==> src/rtl/decode_stage_param.sv <==
`default_nettype none
// +--------------------------------------------------------------------------+
// | Module      : decode_stage_param                                         |
// | Description : Parametrised decode stage between ifetch and exec.         |
// |               Skid FIFO of SKID_DEPTH entries, NUM_BYPASS-source bypass  |
// |               network (source 0 = youngest = highest priority),          |
// |               load-use hazard stall, x0 forcing, separate rs2 read path  |
// |               and a 2-bit exception cause code.                          |
// | Config      : define DECODE_PERF_EN to add perf_stall_cnt and            |
// |               perf_bubble_cnt (wrapping, cleared by rst only).           |
// | Ports       : clk/rst (sync, active-high), flush                          |
// |               in_*   : fetch valid/ready handshake + payload             |
// |               rf_rd* : async regfile select (comb from FIFO head) / data  |
// |               byp_*  : per-source valid, data_ok, dest reg, data         |
// |               out_*  : registered decoded bundle, valid/ready handshake  |
// | Revision    : 1.0  initial release                                       |
// +--------------------------------------------------------------------------+
module decode_stage_param #(
    parameter int XLEN       = 32,
    parameter int ALEN       = 32,
    parameter int NUM_BYPASS = 2,
    parameter int SKID_DEPTH = 2
) (
    input  logic                         clk,
    input  logic                         rst,
    input  logic                         flush,
`ifdef DECODE_PERF_EN
    output logic [31:0]                  perf_stall_cnt,
    output logic [31:0]                  perf_bubble_cnt,
`endif
    input  logic                         in_valid,
    output logic                         in_ready,
    input  logic                         in_fault,
    input  logic [31:0]                  in_instr,
    input  logic [ALEN-1:0]              in_addr,
    input  logic [ALEN-1:0]              in_next_addr,
    output logic [4:0]                   rf_rd1_sel,
    input  logic [XLEN-1:0]              rf_rd1_data,
    output logic [4:0]                   rf_rd2_sel,
    input  logic [XLEN-1:0]              rf_rd2_data,
    input  logic [NUM_BYPASS-1:0]        byp_valid,
    input  logic [NUM_BYPASS-1:0]        byp_data_ok,
    input  logic [5*NUM_BYPASS-1:0]      byp_reg,
    input  logic [XLEN*NUM_BYPASS-1:0]   byp_data,
    output logic                         out_valid,
    input  logic                         out_ready,
    output logic [1:0]                   out_exc_cause,
    output logic [4:0]                   out_opcode,
    output logic [4:0]                   out_rd,
    output logic [2:0]                   out_funct3,
    output logic [4:0]                   out_rs1,
    output logic [4:0]                   out_rs2,
    output logic [6:0]                   out_funct7,
    output logic [11:0]                  out_i_imm,
    output logic [19:0]                  out_u_imm,
    output logic [19:0]                  out_j_imm,
    output logic                         out_is_jump,
    output logic                         out_is_reg_write,
    output logic [XLEN-1:0]              out_rs1_data,
    output logic [XLEN-1:0]              out_rs2_data,
    output logic [ALEN-1:0]              out_addr,
    output logic [ALEN-1:0]              out_next_addr
);

    localparam int c_PTR_W = $clog2(SKID_DEPTH);
    localparam int c_CNT_W = c_PTR_W + 1;
    localparam int c_ENT_W = 1 + 32 + 2 * ALEN;

    // 5-bit major opcodes (instr[6:2])
    localparam logic [4:0] c_OP_STORE  = 5'b01000;
    localparam logic [4:0] c_OP_BRANCH = 5'b11000;
    localparam logic [4:0] c_OP_SYSTEM = 5'b11100;

    logic [c_ENT_W-1:0] r_mem [SKID_DEPTH];
    logic [c_PTR_W-1:0] r_wptr;
    logic [c_PTR_W-1:0] r_rptr;
    logic [c_CNT_W-1:0] r_count;
    logic               r_in_ready;
    logic               r_out_valid;

    logic               w_push;
    logic               w_pop;
    logic               w_head_valid;
    logic               w_hazard;
    logic [c_CNT_W-1:0] w_count_next;

    logic               w_fault;
    logic [31:0]        w_instr;
    logic [ALEN-1:0]    w_addr;
    logic [ALEN-1:0]    w_next_addr;
    logic [4:0]         w_opcode;
    logic [4:0]         w_rs1;
    logic [4:0]         w_rs2;
    logic [4:0]         w_rd;
    logic               w_legal;
    logic [1:0]         w_cause;
    logic               w_reg_write;
    logic [XLEN:0]      w_op1;
    logic [XLEN:0]      w_op2;

    // Returns {data_ok, data}. Scanning from the oldest source down to 0
    // lets the youngest matching source overwrite the others.
    function automatic logic [XLEN:0] f_resolve(
        input logic [4:0]                 rs,
        input logic [XLEN-1:0]            rf_data,
        input logic [NUM_BYPASS-1:0]      bv,
        input logic [NUM_BYPASS-1:0]      bok,
        input logic [5*NUM_BYPASS-1:0]    breg,
        input logic [XLEN*NUM_BYPASS-1:0] bdata
    );
        logic            ok;
        logic [XLEN-1:0] d;
        ok = 1'b1;
        d  = rf_data;
        for (int i = NUM_BYPASS - 1; i >= 0; i--) begin
            if (bv[i] && (breg[5*i +: 5] == rs)) begin
                ok = bok[i];
                d  = bdata[XLEN*i +: XLEN];
            end
        end
        // x0 never stalls and never picks up a bypassed value
        if (rs == 5'd0) begin
            ok = 1'b1;
            d  = '0;
        end
        return {ok, d};
    endfunction

    assign {w_fault, w_instr, w_addr, w_next_addr} = r_mem[r_rptr];

    assign w_opcode   = w_instr[6:2];
    assign w_rd       = w_instr[11:7];
    assign w_rs1      = w_instr[19:15];
    assign w_rs2      = w_instr[24:20];
    assign rf_rd1_sel = w_rs1;
    assign rf_rd2_sel = w_rs2;

    assign w_op1 = f_resolve(w_rs1, rf_rd1_data, byp_valid, byp_data_ok, byp_reg, byp_data);
    assign w_op2 = f_resolve(w_rs2, rf_rd2_data, byp_valid, byp_data_ok, byp_reg, byp_data);

    always_comb begin
        w_legal = 1'b0;
        case (w_opcode)
            5'b00000, 5'b00011, 5'b00100, 5'b00101, 5'b01000, 5'b01100,
            5'b01101, 5'b11000, 5'b11001, 5'b11011, 5'b11100: w_legal = 1'b1;
            default: w_legal = 1'b0;
        endcase
    end

    always_comb begin
        w_cause = 2'd0;
        if (w_fault) begin
            w_cause = 2'd1;
        end else if ((w_instr[1:0] != 2'b11) || !w_legal) begin
            w_cause = 2'd2;
        end
    end

    assign w_reg_write = (w_cause == 2'd0) && (w_rd != 5'd0) &&
                         (w_opcode != c_OP_STORE) && (w_opcode != c_OP_BRANCH) &&
                         (w_opcode != c_OP_SYSTEM);

    assign w_head_valid = (r_count != '0);
    assign w_hazard     = !w_op1[XLEN] || !w_op2[XLEN];
    assign w_pop        = w_head_valid && !w_hazard && (!r_out_valid || out_ready);
    // r_in_ready is already 0 when full, so a push never collides with a full FIFO
    assign w_push       = in_valid && r_in_ready;

    always_comb begin
        w_count_next = r_count;
        case ({w_push, w_pop})
            2'b10:   w_count_next = r_count + c_CNT_W'(1);
            2'b01:   w_count_next = r_count - c_CNT_W'(1);
            default: w_count_next = r_count;
        endcase
    end

    always_ff @(posedge clk) begin
        if (w_push && !rst && !flush) begin
            r_mem[r_wptr] <= {in_fault, in_instr, in_addr, in_next_addr};
        end
    end

    always_ff @(posedge clk) begin
        if (rst || flush) begin
            r_count     <= '0;
            r_wptr      <= '0;
            r_rptr      <= '0;
            r_in_ready  <= 1'b1;
            r_out_valid <= 1'b0;
        end else begin
            r_count    <= w_count_next;
            r_in_ready <= (w_count_next != c_CNT_W'(SKID_DEPTH));
            if (w_push) begin
                r_wptr <= r_wptr + c_PTR_W'(1);
            end
            if (w_pop) begin
                r_rptr <= r_rptr + c_PTR_W'(1);
            end
            if (w_pop) begin
                r_out_valid <= 1'b1;
            end else if (out_ready) begin
                r_out_valid <= 1'b0;
            end
        end
    end

    always_ff @(posedge clk) begin
        if (rst) begin
            out_exc_cause    <= '0;
            out_opcode       <= '0;
            out_rd           <= '0;
            out_funct3       <= '0;
            out_rs1          <= '0;
            out_rs2          <= '0;
            out_funct7       <= '0;
            out_i_imm        <= '0;
            out_u_imm        <= '0;
            out_j_imm        <= '0;
            out_is_jump      <= 1'b0;
            out_is_reg_write <= 1'b0;
            out_rs1_data     <= '0;
            out_rs2_data     <= '0;
            out_addr         <= '0;
            out_next_addr    <= '0;
        end else if (w_pop) begin
            out_exc_cause    <= w_cause;
            out_opcode       <= w_opcode;
            out_rd           <= w_rd;
            out_funct3       <= w_instr[14:12];
            out_rs1          <= w_rs1;
            out_rs2          <= w_rs2;
            out_funct7       <= w_instr[31:25];
            out_i_imm        <= w_instr[31:20];
            out_u_imm        <= w_instr[31:12];
            out_j_imm        <= {w_instr[31], w_instr[19:12], w_instr[20], w_instr[30:21]};
            out_is_jump      <= (w_instr[6:5] == 2'b11);
            out_is_reg_write <= w_reg_write;
            out_rs1_data     <= w_op1[XLEN-1:0];
            out_rs2_data     <= w_op2[XLEN-1:0];
            out_addr         <= w_addr;
            out_next_addr    <= w_next_addr;
        end
    end

    assign in_ready  = r_in_ready;
    assign out_valid = r_out_valid;

`ifdef DECODE_PERF_EN
    always_ff @(posedge clk) begin
        if (rst) begin
            perf_stall_cnt  <= '0;
            perf_bubble_cnt <= '0;
        end else begin
            if (w_head_valid && w_hazard) begin
                perf_stall_cnt <= perf_stall_cnt + 32'd1;
            end
            if (out_ready && !r_out_valid) begin
                perf_bubble_cnt <= perf_bubble_cnt + 32'd1;
            end
        end
    end
`endif

endmodule
`default_nettype wire

==> config.mk <==
export PLATFORM = sky130hd
export DESIGN_NAME = decode_stage_param
export DESIGN_NICKNAME = d
export VERILOG_FILES = /design/src/rtl/decode_stage_param.sv
export SDC_FILE = /design/constraint.sdc
export NUM_CORES = 1
export LEC_CHECK = 0
export ABC_AREA = 0
export BUFFER_PORTS_ARGS = -buffer_cell sky130_fd_sc_hd__buf_4
export CAP_MARGIN = 40
export CORE_MARGIN = 5
export CORE_UTILIZATION = 30
export CTS_CLUSTER_DIAMETER = 30
export DETAILED_ROUTE_END_ITERATION = 8
export GPL_ROUTABILITY_DRIVEN = 0
export HOLD_SLACK_MARGIN = 0.1
export MAX_ROUTING_LAYER = met4
export PLACE_DENSITY = 0.54
export SLEW_MARGIN = 5
export SYNTH_ARGS = -nofsm -noshare
export SYNTH_HDL_FRONTEND = slang
export SYNTH_SLANG_ARGS = --single-unit
==> constraint.sdc <==
create_clock -name clk -period 13.7 [get_ports clk]
set_input_delay 0.685 -clock clk [delete_from_list [all_inputs] [get_ports clk]]
set_output_delay 0.685 -clock clk [all_outputs]
set_load 0.005 [all_outputs]
Word-level counts from Yosys, hierarchy flattened
Memory sizes are Yosys's and may differ from the RTL's. A register that Yosys moved wholly into a read port is not among the register bits.
Index checks and enable logic that the tools add are counted.

word-level totals
  bits in registers = 220
  memory bits (writable) = 194
  bits in read-only memories = 32
  input port bits = 244
  output and inout bits = 226
  word-level logic and storage cells = 90
  memories = 2

cells by class
  add/sub/neg operators = 4
  eq/ne operators = 12
  multiplexer cells = 21
  reduce and logical (&&, ||, !) cells = 30

memory list
  memory           words  width  read ports  clocked after memory_dff  wr ports  RTL line  source
  r_mem            2      97     1           1                         1         74        logic [c_ENT_W-1:0] r_mem [SKID_DEPTH];
  (no name shown)  32     1      1           0                         0         143       case (w_opcode)

operators with widths
  kind                                                   count
  two-way mux 32 bit                                     6
  == test 5 bit                                          4
  logical AND 1 bit                                      13
  two-way mux 1 bit                                      12
  zero test 5 bit                                        2
  inequality test 5 bit, second input constant           2
  zero test 1 bit                                        7
  inequality test 5 x 4 -> 1 bit, second input constant  1
  nonzero test 5 bit                                     1
  == test 2 bit, second input constant                   2
  logical OR 1 bit                                       4
  two-way mux 2 bit                                      2
  inequality test 2 bit, second input constant           2
  one-hot mux 2 bit (2 select lines)                     1
  nonzero test 2 bit                                     2
  adder 1 bit, second input constant                     2
  adder 2 x 1 -> 2 bit, second input constant            1
  == test 2 x 1 -> 1 bit, second input constant          1
  zero test 2 bit                                        1
  subtractor 2 x 1 -> 2 bit, second input constant       1

Longest topological paths before layout
  word-level depth = 13
  gate-level depth with buffers = 15
  mapped depth without buffers = 12

Least setup slack after synthesis
Ideal clock, no wire load.

  path kind = input port to flip-flop
  from = input port rst
  to = memory r_mem[0][0] in the netlist's numbering (enable)
  library setup time = 671 ps
  arrival = 7704 ps
  required time = 13029 ps
  slack = 5325 ps
  stages = 3
  path buffers = 1
  cell sequence = or2_2 -> clkbuf_1 -> nor3_1

between the ends
  word-level cells in the longest chain between the ends = 5

ends and longest elaborated chain
  item                                     RTL line  source
  start: declaration                       25        input logic rst,
  zero test 1 bit                          179       if (w_push && !rst && !flush) begin
  logical AND 1 bit (2 in series)          179
  two-way mux 1 bit                        179
  two-way mux 1 bit (implied by the code)  180       r_mem[r_wptr] <= {in_fault, in_instr, in_addr, in_next_addr};
  end: declaration                         74

No other way between the ends.

==> flow_metrics.env <==
export IMPL_status="completed"
export IMPL_port_buffers=469
export IMPL_timing_hold_worst_path_depth=1
export IMPL_detail_route_iter0_violations=492
export IMPL_die_area_sq_um=56400
export IMPL_timing_worst_setup_path_type="reg -> reg"
export IMPL_detailed_place_area_sq_um=19400
export IMPL_leading_cell_type_in_the_layout_fill_and_taps_excluded="buf_4"
export IMPL_rsz0062_at_grt="no"
export IMPL_seqCellArea_sq_um=9210
export IMPL_syn_inst=1255
export IMPL_placeableCoreArea_sq_um=51300
export IMPL_totalNegativeSetupSlack_ns=0
export IMPL_design_final_nets=1928
export IMPL_postCtsSetupRepairBufs=0
export IMPL_critical_path_endpoint_type="register"
export IMPL_firstDrtPassIters=5
export IMPL_grt_first_pass_wirelength_um=77500
export IMPL_ys_types=48
export IMPL_worstReg2RegEnd="in_ready"
export IMPL_post_synth_cell_area_avg_sq_um=12.4
export IMPL_timing_max_transition_violations_final=0
export IMPL_grt_ovfl_total=0
export IMPL_irDropWorstVdd_v=0.000125
export IMPL_vias_per_cell=4.83
export IMPL_place_hpwl_um=36300
export IMPL_worst_pin_slew_ns=0.806
export IMPL_htree_num_levels=3
export IMPL_p_per_area_nw_per_um2=174
export IMPL_ff2ff_path_depth=13
export IMPL_drcViolationCount=0
export IMPL_synth_seq_area_share=0.593
export IMPL_avgRoutedWirePerCell_um=21.4
export IMPL_ctsResizeCount=0
export IMPL_cp_max_fo=65
export IMPL_ys_seq_elements=363
export IMPL_mostFrequentLayoutCells="490 x buf_4, 194 x edfxtp_1, 189 x mux2i_1, 168 x dfxtp_1"
export IMPL_insertion_delay_ns=0.63
export IMPL_global_route_usage_total=0.183
export IMPL_postCtsHoldBufs=0
export IMPL_multi_input_comb_area_sq_um=5430
export IMPL_clkTransAtPathRegs_ns=0.05
export IMPL_synthesis_nets=1501
export IMPL_clockRootBuffer="clkbuf_16"
export IMPL_proportion_of_layout_cells_with_a_drive_suffix_above_1=0.404
export IMPL_post_synth_instance_area_sq_um=15500
export IMPL_worstPathRequired_ns=14.21
export IMPL_power_static_leakage_uw=0.00940
export IMPL_io_pin_count=470
export IMPL_cp_arrival_ns=6.23
export IMPL_final_hold_fails=0
export IMPL_vias=11800
export IMPL_startpoint_of_the_lowest_slack_hold_path="in_addr[1]"
export IMPL_drv_cap=0
export IMPL_cts_path_max_buffers=3
export IMPL_placementRows=83
export IMPL_number_of_global_route_vias_before_repair=12400
export IMPL_floorplan_die_height_um=237
export IMPL_peak_freq_ghz=0.175
export IMPL_hold_class="in -> reg"
export IMPL_clkSinkCount=363
export IMPL_slew_headroom=0.463
export IMPL_setup_reg_to_reg_worst_slack_ns=7.98
export IMPL_synthToLayoutAreaGrowth_pct=46.4
export IMPL_clock_skew_final_ns=0.0437
export IMPL_antenna_left=0
export IMPL_tritoncts="built"
export IMPL_setup_violations=0
export IMPL_die_w_um=237
export IMPL_crit_path_start_kind="register"
export IMPL_post_route_period_util=0.418
export IMPL_initial_antenna_violation_count=10
export IMPL_cts_buffers_inserted=94
export IMPL_maximum_cell_stage_delay_along_the_critical_path_ns=0.67
export IMPL_master_of_the_slowest_instance_on_the_critical_path="a31oi_4"
export IMPL_start_util=0.302
export IMPL_final_fill_count=4808
export IMPL_post_route_min_period_ns=5.72
export IMPL_worst_path_most_repeated_cell="buf_4"
export IMPL_chain_of_cells_forming_the_critical_path="buf_4 -> mux2i_1 -> xnor2_1 -> nor4_1 -> nand2_2 -> buf_4 -> a31oi_4 -> nand3_4 -> inv_4 -> ha_1 -> or3_1 -> a21oi_1 -> nand2_1"
export IMPL_grt_start_max_net_pins=70
export IMPL_wl_um=52500
export IMPL_layout_cell_area_non_filler_sq_um=22700
export IMPL_worstHoldEndpoint="r_mem[1][33]"
export IMPL_synth_warning_count=0
-- layer usage --
metal | track usage | routed length (um)
met5 | - | 0
met4 | 0.0465 | 934
met3 | 0.0708 | 4890
met2 | 0.296 | 25400
met1 | 0.216 | 21200
-- report_power, final --
part / internal (uW) / switching (uW)
logic: 236 / 214
clock network: 1540 / 689
registers: 1220 / 52.4
total: 3000 / 956
-- synthesized netlist by cell type, drive strengths merged --
master	count	area share
edfxtp	194	0.38
mux2i	192	0.12
dfxtp	169	0.22
a31oi	99	0.040
a211oi	96	0.046
buf	94	0.041
clkbuf	71	0.017
nor2	44	0.011
nand2	43	0.010
a21oi	37	0.012
mux2	36	0.026
nor2b	36	0.015
o21ai	36	0.012
a211o	32	0.018
xnor2	22	0.012
inv	15	0.0036
nand3	7	0.0026
nor3	6	0.0019
and2	2	0.00081
ha	2	0.0016
nand2b	2	0.00081
nor4	2	0.00081
or4	2	0.00097
a221oi	1	0.00056
a31o	1	0.00056
a32o	1	0.00065
a41o	1	0.00065
and3	1	0.00040
and3b	1	0.00056
clkinv	1	0.00024
nand3b	1	0.00048
nor4b	1	0.00056
o2111ai	1	0.00056
o211a	1	0.00065
o2bb2ai	1	0.00056
o311ai	1	0.00056
or2	1	0.00040
or3	1	0.00040
xor2	1	0.00056
-- cell type report --
cell class | instances | area share
clock buffers | 122 | 0.117
clock inverters | 55 | 0.0288
multi-input cells | 711 | 0.239
inverters | 16 | 0.00275
flip-flops and latches | 363 | 0.405
diodes | 10 | 0.00110
repair buffers | 496 | 0.169
well taps | 680 | 0.0374
-- sequential cells by signal, summed over array words and instances, names as in the netlist, 2 cells and up, named ones only --
signal	cells
out_rs2_data	32
out_funct7	7
out_rs1_data	32
out_rs2	4
out_rd	5
out_rs1	4
r_count	2
out_opcode	5
r_mem	194
out_next_addr	32
out_funct3	2
out_u_imm	2
out_addr	32
out_exc_cause	2
-- critical path, delay by kind of cell, from the launching register on --
family / cells / cell delay, ns
XOR/XNOR: 1 / 0.13
AND/OR/NAND/NOR: 5 / 1.50
buffers and inverters: 3 / 1.59
multiplexers: 1 / 0.56
AO/OA/AOI/OAI: 2 / 0.86
flip-flops: 1 / 0.55
adder cells (fa/ha/maj): 1 / 0.39
-- per-stage QoR --
step           utilization  instances  worst slack [ns]  hold WS, ns  power, uW
2_1_floorplan            -       1255              5.32        0.451       1510
3_3_place_gp         0.375       2260              7.14        0.445       1730
3_5_place_dp         0.378       2266              7.83        0.449       1750
4_1_cts              0.442       2443              7.83        0.194       4000
5_1_grt              0.443       2453              7.45        0.198       4100
6_report             0.443       2453              7.98        0.240       3950
-- worst max-delay path by stage --
stage / start / to / cells past startpoint
final: register / in_ready / 13
after detailed placement: register / out_addr[26] / 12
after CTS: register / out_is_reg_write / 12
after global placement: register / register / 11
after global routing: register / out_is_reg_write / 12
after floorplan: rst / r_mem[0][0] / 3
-- cell families after synthesis --
group / Yosys count / synth area share
DFF: 363 / 0.593
AOI/OAI and AO/OA: 308 / 0.133
muxes: 228 / 0.151
buffers and inverters: 181 / 0.0618
and+or+nand+nor: 150 / 0.0463
xor gates and xnor gates: 23 / 0.0130
adders and majority gates: 2 / 0.00161
Note: power is estimated with default switching activity, not from simulation.
